`src/rtl/reg_bank_phased.sv`:
```
// Register bank with two registered read ports and one write port, driven by an
// internal read/execute/writeback phase sequencer and a hardware clear sweep.
module reg_bank_phased #(
    parameter int unsigned DATA_W   = 16,
    parameter int unsigned ADDR_W   = 3,
    parameter bit          ZERO_REG = 1'b0
) (
    input  logic              clock,
    input  logic              reset,
    input  logic              wr_en,
    input  logic [ADDR_W-1:0] wr_addr,
    input  logic [DATA_W-1:0] wr_data,
    input  logic [ADDR_W-1:0] rd_addr1,
    input  logic [ADDR_W-1:0] rd_addr2,
    input  logic              clr_req,
    output logic [1:0]        phase,
    output logic [DATA_W-1:0] source1,
    output logic [DATA_W-1:0] source2,
    output logic              busy
);

    localparam int unsigned       DEPTH    = 1 << ADDR_W;
    localparam logic [ADDR_W-1:0] PTR_LAST = ADDR_W'(DEPTH - 1);

    typedef enum logic {IDLE, SWEEP} state_t;

    state_t            state_q, state_d;
    logic [1:0]        phase_q, phase_d;
    logic [ADDR_W-1:0] ptr_q, ptr_d;
    logic [DATA_W-1:0] src1_q, src2_q;
    logic [DATA_W-1:0] mem_q [DEPTH];

    logic              rd_fire;
    logic              wr_fire;
    logic [DATA_W-1:0] rd_val1, rd_val2;

    always_ff @(posedge clock) begin
        if (reset) begin
            state_q <= IDLE;
            phase_q <= '0;
            ptr_q   <= '0;
        end else begin
            state_q <= state_d;
            phase_q <= phase_d;
            ptr_q   <= ptr_d;
        end
    end

    always_comb begin
        state_d = state_q;
        phase_d = phase_q;
        ptr_d   = ptr_q;
        case (state_q)
            IDLE: begin
                if (clr_req) begin
                    state_d = SWEEP;
                    phase_d = '0;
                    ptr_d   = '0;
                end else begin
                    phase_d = (phase_q == 2'd2) ? 2'd0 : phase_q + 2'd1;
                end
            end
            SWEEP: begin
                phase_d = '0;
                ptr_d   = ptr_q + ADDR_W'(1);
                if (ptr_q == PTR_LAST) begin
                    state_d = IDLE;
                end
            end
            default: state_d = IDLE;
        endcase
    end

    // clr_req takes priority over a same-edge writeback.
    always_comb begin
        busy    = (state_q == SWEEP);
        phase   = phase_q;
        rd_fire = (state_q == IDLE) && (phase_q == 2'd0);
        wr_fire = (state_q == IDLE) && (phase_q == 2'd2) && wr_en && !clr_req
                  && !(ZERO_REG && (wr_addr == '0));
        rd_val1 = (ZERO_REG && (rd_addr1 == '0)) ? '0 : mem_q[rd_addr1];
        rd_val2 = (ZERO_REG && (rd_addr2 == '0)) ? '0 : mem_q[rd_addr2];
        source1 = src1_q;
        source2 = src2_q;
    end

    always_ff @(posedge clock) begin
        if (reset) begin
            src1_q <= '0;
            src2_q <= '0;
        end else if (rd_fire) begin
            src1_q <= rd_val1;
            src2_q <= rd_val2;
        end
    end

    // Array has no reset; only the sweep clears it.
    always_ff @(posedge clock) begin
        if (!reset) begin
            if (state_q == SWEEP) begin
                mem_q[ptr_q] <= '0;
            end else if (wr_fire) begin
                mem_q[wr_addr] <= wr_data;
            end
        end
    end

endmodule
```
`config.mk`:
```
export PLATFORM = sky130hd
export DESIGN_NAME = reg_bank_phased
export DESIGN_NICKNAME = d
export VERILOG_FILES = /design/src/rtl/reg_bank_phased.sv
export SDC_FILE = /design/constraint.sdc
export NUM_CORES = 1
export LEC_CHECK = 0
export ABC_AREA = 1
export CAP_MARGIN = 15
export CORE_MARGIN = 2
export CORE_UTILIZATION = 45
export DETAILED_ROUTE_END_ITERATION = 10
export HOLD_SLACK_MARGIN = 0.05
export PLACE_DENSITY_LB_ADDON = 0.12
export SLEW_MARGIN = 5
export SYNTH_ARGS = -nofsm -noshare
export SYNTH_HDL_FRONTEND = slang
export SYNTH_SLANG_ARGS = --single-unit
```
`constraint.sdc`:
```
create_clock -name clock -period 2.56 [get_ports clock]
set_clock_uncertainty 0.2 [all_clocks]
set_input_delay 0.384 -clock clock [delete_from_list [all_inputs] [get_ports clock]]
set_output_delay 0.384 -clock clock [all_outputs]
set_load 0.05 [all_outputs]
```
==> flow_metrics.tcl <==
set metrics [dict create \
    critPathArrivalTime_ns 1.80 \
    core_um2 17900 \
    drv_cap 0 \
    worstPathRequired_ns 1.98 \
    tritoncts "built" \
    ys_types 23 \
    drive_gt1_share_pct 7.66 \
    vias_per_cell 5.21 \
    die_area_um2 19300 \
    crit_path_end_kind "primary output" \
    final_common_cell "nand2_1" \
    htreeDepth 4 \
    insertion_delay_ns 0.42 \
    num_antenna_cells 0 \
    period_needed_ns 2.38 \
    post_drt_wl_per_cell_um 17.2 \
    startpoint_type "flip-flop" \
    path_clk_slew_ns 0.06 \
    power.total_mw 6.30 \
    min_path_cells 1 \
    leakage_nw 4.41 \
    postRouteAntennaNets 0 \
    post-route-drc-count 0 \
    fin_cells 1287 \
    ctsLongestPathBuffers 2 \
    hpwl_um 13700 \
    drtIter0Drc 580 \
    status "completed" \
    final_nets 1079 \
    worst-path-buf-inv 1 \
    final_max_slew_viol_count 0 \
    start_util_pct 45.6 \
    setup_ws_ns 0.176 \
    antenna_found_initial 0 \
    cts_resized 0 \
    path_class "reg -> out" \
    crit_path_max_fanout 7 \
    synth_area_per_cell_um2 8.25 \
    gp_congestion 0.794 \
    layout_common_cells "nand2_1 (299), nand3_1 (196), inv_1 (159)" \
    postCtsHoldBufs 0 \
    yosys_warnings 0 \
    grt_pass1_vias 6336 \
    cts_setup_buffers 0 \
    peakVddDrop_uv 483 \
    grt_pass1_wl_um 34800 \
    min_to "phase[0]" \
    setup_violations 0 \
    max_slew.worst_pin.slew_ns 0.517 \
    grt_util_all_layers_pct 23.7 \
    cts_root_buffer "clkbuf_16" \
    areaGrowthSynthToFinish_pct 20.1 \
    critPathTopFamily "buffers and inverters" \
    numClockSinks 166 \
    hp-class "reg -> reg" \
    portBuffers 63 \
    die_h_um 139 \
    syn-cell-area_um2 8170 \
    rsz0062_at_grt "no" \
    vias 6710 \
    drt_first_pass_iters 5 \
    rr_worst_depth 9 \
    postSynthCellCount 990 \
    fmax_mhz 420 \
    ios 64 \
    grt_max_degree 55 \
    relSlewSlack_pct 65.4 \
    hp-start "phase[0]" \
    critical-path-max-stage-delay_ns 0.87 \
    synth_seq_area_share_pct 56.4 \
    hold_viol_final 0 \
    rows 49 \
    power_density_nw_per_um2 642 \
    routed_wl_um 22200 \
    die_w_um 139 \
    r2r_slack_ns 0.36 \
    path_cells "clkdlybuf4s50_1" \
    synth_nets 1023 \
    r2r-end "mem_q[5][13]" \
    post-place-ws_ns 0.0629 \
    crit_slowest_cell "clkdlybuf4s50_1" \
    rr_startpoint "phase[0]" \
    overflow 0 \
    cts_buffers 17 \
    fin_crit_sh_pct 93.1 \
    dp.cells 1256 \
    synth_seq_cells 166 \
]
==> metrics by stage <==
step	instance area, µm²	hold slack (ns)	setup TNS, ns	utilization (%)
2_1_floorplan	8180	0.247	-13.70	-
3_3_place_gp	9250	0.223	0	51.7
3_5_place_dp	9250	0.228	0	51.7
4_1_cts	9810	0.237	0	54.8
5_1_grt	9810	0.257	0	54.8
6_report	9810	0.236	0	54.8
==> synth_stat cells <==
library cell,n,share of area [%]
nand2_1,299,14
nand3_1,196,12
inv_1,159,7.3
edfxtp_1,128,47
dfxtp_1,38,9.3
a21oi_1,34,2.1
o21ai_0,32,2.0
clkbuf_1,29,1.3
nor2_1,26,1.2
buf_2,25,1.5
ha_1,4,0.61
inv_2,3,0.14
nand2_2,3,0.23
o21ai_1,3,0.18
buf_1,2,0.092
nand2_4,2,0.28
a32o_1,1,0.12
buf_8,1,0.18
nand3b_1,1,0.092
nor2_4,1,0.14
nor2_8,1,0.25
o21ai_2,1,0.11
or2_2,1,0.077
==> worst reg2reg max path, delay by kind of cell (launching register included) <==
family / cells / cell delay [ns]
AO/OA/AOI/OAI: 1 / 0.12
AND/OR/NAND/NOR: 4 / 0.65
adder cells (fa/ha/maj): 1 / 0.17
flip-flops: 1 / 0.32
buffers and inverters: 3 / 0.44
==> state kept, by name, summed over array words and instances (netlist names) <==
register / count
ptr_q: 3
source2: 16
source1: 16
phase: 2
mem_q: 128
busy: 1
==> per-layer routing <==
layer	vias to the layer above	routed length (µm)	global-route usage, %
met5	-	0	0
met4	0	432	7.92
met3	40	1780	5.21
met2	322	9800	35.8
met1	3051	10100	34.1
li1	3297	-	-
==> final cells by class <==
| class | count | area (µm²) |
|---|---|---|
| Clock buffer | 17 | 425 |
| Clock inverter | 14 | 136 |
| Fill cell | 1625 | 8090 |
| Inverter | 162 | 608 |
| Multi-Input combinational cell | 605 | 2720 |
| Sequential cell | 166 | 4600 |
| Tap cell | 229 | 287 |
| Timing Repair Buffer | 94 | 1030 |
==> cell families (layout without fill, tap and decap cells) <==
kind of cell / count (synthesis) / after routing / synth area share [%]
adders and majority gates: 4 / 4 / 0.613
buffers and inverters: 219 / 287 / 10.6
AOI/OAI and AO/OA: 71 / 71 / 4.46
DFF: 166 / 166 / 56.4
and+or+nand+nor: 530 / 530 / 28.0
==> where the power goes <==
| group | switching, mW | internal (mW) |
|---|---|---|
| Combinational | 0.595 | 0.294 |
| Sequential | 0.0347 | 2.94 |
| Clock | 1.01 | 1.42 |
| Total | 1.64 | 4.65 |
==> how the worst max path moves through the flow <==
| stage | depth (start not counted) | slack, ns | start | end |
|---|---|---|---|---|
| final | 1 | 0.18 | busy | busy |
| after floorplan | 10 | -0.21 | phase[0] | mem_q[0][0] |
| after global routing | 1 | 0.11 | busy | busy |
| after CTS | 1 | 0.15 | busy | busy |
| after detailed placement | 7 | 0.06 | reset | mem_q[5][10] |
| after global placement | 7 | 0.08 | reset | mem_q[5][9] |
(Power assumes the default switching activity.)
==> RTL edit 1 (same settings) <==
Put a register stage on the output `phase`, with the module's reset. The value now appears one clock later. The other outputs are not delayed to match.
--- a/src/rtl/reg_bank_phased.sv
+++ b/src/rtl/reg_bank_phased.sv
@@ -24,4 +24,6 @@
 
     typedef enum logic {IDLE, SWEEP} state_t;
+
+    logic [1:0] phase_c;
 
     state_t            state_q, state_d;
@@ -75,5 +77,5 @@
     always_comb begin
         busy    = (state_q == SWEEP);
-        phase   = phase_q;
+        phase_c = phase_q;
         rd_fire = (state_q == IDLE) && (phase_q == 2'd0);
         wr_fire = (state_q == IDLE) && (phase_q == 2'd2) && wr_en && !clr_req
@@ -106,3 +108,11 @@
     end
 
+    always_ff @(posedge clock) begin
+        if (reset) begin
+            phase <= '0;
+        end else begin
+            phase <= phase_c;
+        end
+    end
+
 endmodule
Function: changed (Yosys sat finds a counterexample within 4 cycles, from zero or initial values and one cycle with reset high).
==> RTL edit 1 against the original RTL <==
Register-to-register slack better by 40 ps. Area after synthesis grew 0.17%. Power grew 0.98%. Fmax is 6.8% higher. Sequential cell count up 2. Worst setup slack gained 150 ps. Cell area increased by 0.74%. Wire length rose by 3.5%.
==> RTL edit 1: results (changes against the original RTL) <==
| Metric | Value |
|---|---|
| Area share of fa/ha/maj cells after synthesis | 0.612% (was 0.613%) |
| Final #Nets | 1091 (was 1079) |
| Area after DPL | 9310 um^2 (was 9250 um^2) |
| Average size of a mapped cell | 8.23 um^2 (was 8.25 um^2) |
| Compound-Gate Fraction of Synth Area | 4.45% (was 4.46%) |
| Number of global-route vias before repair | 6357 (was 6336) |
| LEAKAGE | 4.46 nW (was 4.41 nW) |
| Syn_nets | 1027 (was 1023) |
| Crit path DAT | 1650 ps (was 1800 ps) |
| Max VDD drop | 0.483 mV (about the same) |
| GR Util All Layers | 24.3% (was 23.7%) |
| Post-synth top cells | 302 x nand2_1, 196 x nand3_1, 159 x inv_1 (was 299 x nand2_1, 196 x nand3_1, 159 x inv_1) |
| Run status | complete, no violations (unchanged) |
| Largest net degree at the start of global routing | 65 (was 55) |
| Asr flop ratio synth | 0% (unchanged) |
| Routability cong. | 0.823 (was 0.794) |
| Final std cells w/o fill | 1300 (was 1287) |
| Vias per cell | 5.21 (about the same) |
| Sequential share of the synthesized area | 56.7% (was 56.4%) |
| Largest stage delay, worst path | 840 ps (was 870 ps) |
| DRT iter0 DRCs | 587 (was 580) |
| Max reg flops | 128 (unchanged) |
| Synth unique cells | 22 (was 23) |
| Hold_sp | phase_c[0]$_SDFF_PP0_ (was phase[0]$_SDFF_PP0_) |
| Global-route wire length before repair | 35900 um (was 34800 um) |
| Synth area leaders | edfxtp_1 47%, nand2_1 14%, nand3_1 12%, dfxtp_1 9.8%, inv_1 7.3% (was edfxtp_1 47%, nand2_1 14%, nand3_1 12%, dfxtp_1 9.3%, inv_1 7.3%) |
| Sw Pwr | 1.64 mW (about the same) |
| Worst slew margin | 48.3% (was 65.4%) |
| Reg2reg start | phase_c[0]$_SDFF_PP0_ (was phase[0]$_SDFF_PP0_) |
| Dpl hpwl | 14500 um (was 13700 um) |
| Share of cells above drive strength 1 | 8.12% (was 7.66%) |
| Routed WL | 22900 um (was 22200 um) |
| Number of buffers inserted by port buffering | 63 (unchanged) |
## RTL edit 1: through the flow
stage	TNS, ps	utilization (%)	setup WS, ps
after CTS	0	55.2	308
after floorplan	-4360	-	-68.8
after global routing	0	55.2	190
after detailed placement	0	52.0	107
final	0	55.2	328
after global placement	0	52.0	91.9
## RTL edit 1: final timing paths
kind	slack [ps]	cells past startpoint	to
worst max-delay path	330	1	busy
worst max register to register	400	9	mem_q[1][13]$_DFFE_PP_
worst min register to register	210	1	phase_c[0]$_SDFF_PP0_
worst min-delay path	210	1	phase_c[0]$_SDFF_PP0_
## RTL edit 1: layout make-up
| cell class | instances | area, um^2 |
|---|---|---|
| Clock buffer | 26 | 541 |
| Clock inverter | 6 | 37.5 |
| Fill cell | 1630 | 8020 |
| Inverter | 162 | 608 |
| Multi-Input combinational cell | 607 | 2700 |
| Sequential cell | 168 | 4640 |
| Tap cell | 229 | 287 |
| Timing Repair Buffer | 102 | 1060 |
## RTL edit 1: metal layers
| metal | track usage [%] | vias to the layer above | share of wire (%) |
|---|---|---|---|
| met3 | 4.21 | 43 | 6.5 |
| met2 | 40.0 | 298 | 47 |
| met4 | 8.13 | 0 | 2.2 |
| li1 | - | 3323 | - |
| met5 | 0 | - | 0 |
| met1 | 32.8 | 3103 | 44 |
## RTL edit 1: power groups by stage
stage / clock, mW / sequential, mW / combinational, mW
after global placement: 0 / 3.06 / 0.882
after global routing: 2.60 / 3.01 / 0.954
final: 2.46 / 3.01 / 0.887
after CTS: 2.50 / 3.01 / 0.886
after floorplan: 0 / 3.26 / 0.352
after detailed placement: 0 / 3.07 / 0.883
==> RTL edit 2 (config.mk and constraints unchanged) <==
Without the edit above. Change the parameter `ZERO_REG` from 1'b0 to 1'b1.
--- a/src/rtl/reg_bank_phased.sv
+++ b/src/rtl/reg_bank_phased.sv
@@ -4,5 +4,5 @@
     parameter int unsigned DATA_W   = 16,
     parameter int unsigned ADDR_W   = 3,
-    parameter bit          ZERO_REG = 1'b0
+    parameter bit          ZERO_REG = 1'b1
 ) (
     input  logic              clock,
Formal check against the unedited RTL: not equivalent (a bounded check fails within 10 cycles, from zero or initial values and one cycle with reset high).
==> RTL edit 2 against the original RTL <==
Power is 4.3% lower. Sequential cell count fell by 16. Area after synthesis decreased by 12%. Worst setup slack lost 93 ps. Global-route usage up 0.31 points. Wire length shrank 12%. Largest cell class unchanged. Via count decreased by 9.6%. Cell area shrank 9.4%. Synthesized cell count decreased by 14%.
==> RTL edit 2: results (changes against the original RTL) <==
| Metric | Value |
|---|---|
| Run status | complete, no violations (unchanged) |
| Count of multi-input combinational gates | 558 (was 605) |
| Util after Layout | 56.4% (was 54.8%) |
| LEAKAGE | 3.82 nW (was 4.41 nW) |
| FILL cells | 1410 (was 1625) |
| Post-synth top cells | 288 x nand2_1, 112 x edfxtp_1, 98 x inv_1 (was 299 x nand2_1, 196 x nand3_1, 159 x inv_1) |
| Synth area leaders | edfxtp_1 47%, nand2_1 15%, dfxtp_1 11%, nand3_1 6.0%, inv_1 5.1% (was edfxtp_1 47%, nand2_1 14%, nand3_1 12%, dfxtp_1 9.3%, inv_1 7.3%) |
| Clk pin slew, worst setup/hold paths | 60 ps (about the same) |
| Fraction of area in non-clock buffers | 11.5% (was 10.5%) |
| DRT iter0 DRCs | 395 (was 580) |
| Met2 wire len | 9270 um (was 9800 um) |
| Ys Warns | 0 (unchanged) |
| Max VDD drop | 0.500 mV (was 0.483 mV) |
| M2 GR Usage | 39.0% (was 35.8%) |
| Final #Nets | 964 (was 1079) |
| Routed length per instance | 16.8 um (was 17.2 um) |
| Crit path DAT | 1890 ps (was 1800 ps) |
| GR Util All Layers | 24.0% (was 23.7%) |
| Multi-input gate area | 2480 um^2 (was 2720 um^2) |
| Final-layout clock-cell area share | 6.77% (was 5.73%) |
| Number of global-route vias before repair | 5885 (was 6336) |
| Routability cong. | 0.880 (was 0.794) |
| Largest stage delay, worst path | ~900 ps |
| Average size of a mapped cell | 8.45 um^2 (was 8.25 um^2) |
| Die W | 131 um (was 139 um) |
| Vias per cell | 5.23 (was 5.21) |
| Power Clock | 2.54 mW (was 2.43 mW) |
| Syn_nets | 887 (was 1023) |
| Number of flops mapped to enable cells by yosys | 112 (was 128) |
| Crit-path max FO | 9 (was 7) |
| DR pass1 iterations | 5 (unchanged) |
| Largest net degree at the start of global routing | 58 (was 55) |
| FF+latch count | 150 (was 166) |
| Final std cells w/o fill | 1160 (was 1287) |
| Pwr/cell area | 677 nW/um^2 (was 642 nW/um^2) |
| Switching part of the total power | 26.1% (about the same) |
| Register area | 4120 um^2 (was 4600 um^2) |
| Number of buffers inserted by port buffering | 63 (unchanged) |
| Max reg flops | 112 (was 128) |
| Met1 GRT Util | 31.4% (was 34.1%) |
| Share of cells above drive strength 1 | 9.53% (was 7.66%) |
| Synth unique cells | 24 (was 23) |
| Sequential share of the synthesized area | 57.1% (was 56.4%) |
| Dpl ws | 18.3 ps (was 62.9 ps) |
| Met3 wire length | 1380 um (was 1780 um) |
| Non-CTS inverters | 105 (was 162) |
| Cell total after placement | 1128 (was 1256) |
| Initial antenna violation count | 0 (unchanged) |
| Area after DPL | 8290 um^2 (was 9250 um^2) |
| Top FF cell, synth | edfxtp_1 (unchanged) |
| Worst slew margin | 54.4% (was 65.4%) |
| Sequential fraction of design power | 44.4% (was 47.3%) |
| Global-route wire length before repair | 30400 um (was 34800 um) |
| DRT met1 WL | 8240 um (was 10100 um) |
| Nonclk buf count | 99 (was 94) |
| Dpl hpwl | 12600 um (was 13700 um) |
| M3 GR Usage | 4.56% (was 5.21%) |
[RTL edit 2: cell count changes in the layout (fill, tap and decap cells not counted), moves of 8 or more]
cell      delta
edfxtp_1    -16
nor2_1      +32
nand2_1     -11
buf_4        +9
o21ai_0     +20
nand3_1    -109
o211ai_1     +8
inv_1       -61
a21oi_1     +13
[RTL edit 2: logic make-up (layout without fill, tap and decap cells)]
logic type      count (synthesis)  in the layout  share of synthesized area [%]
flops                         150            150                           57.1
compound gates                108            108                           7.80
simple gates                  446            446                           25.6
fa+ha+maj                       4              4                          0.693
buf+inv                       146            236                           8.82
[RTL edit 2: final timing paths]
check                       from               endpoint  slack, ps  cells after the start
max              busy$_SDFF_PP0_                   busy         80                      1
min          phase[0]$_SDFF_PP0_    phase[0]$_SDFF_PP0_        250                      1
max reg2reg  phase[0]$_SDFF_PP0_  mem_q[7][8]$_DFFE_PP_        320                     11
min reg2reg  phase[0]$_SDFF_PP0_    phase[0]$_SDFF_PP0_        250                      1
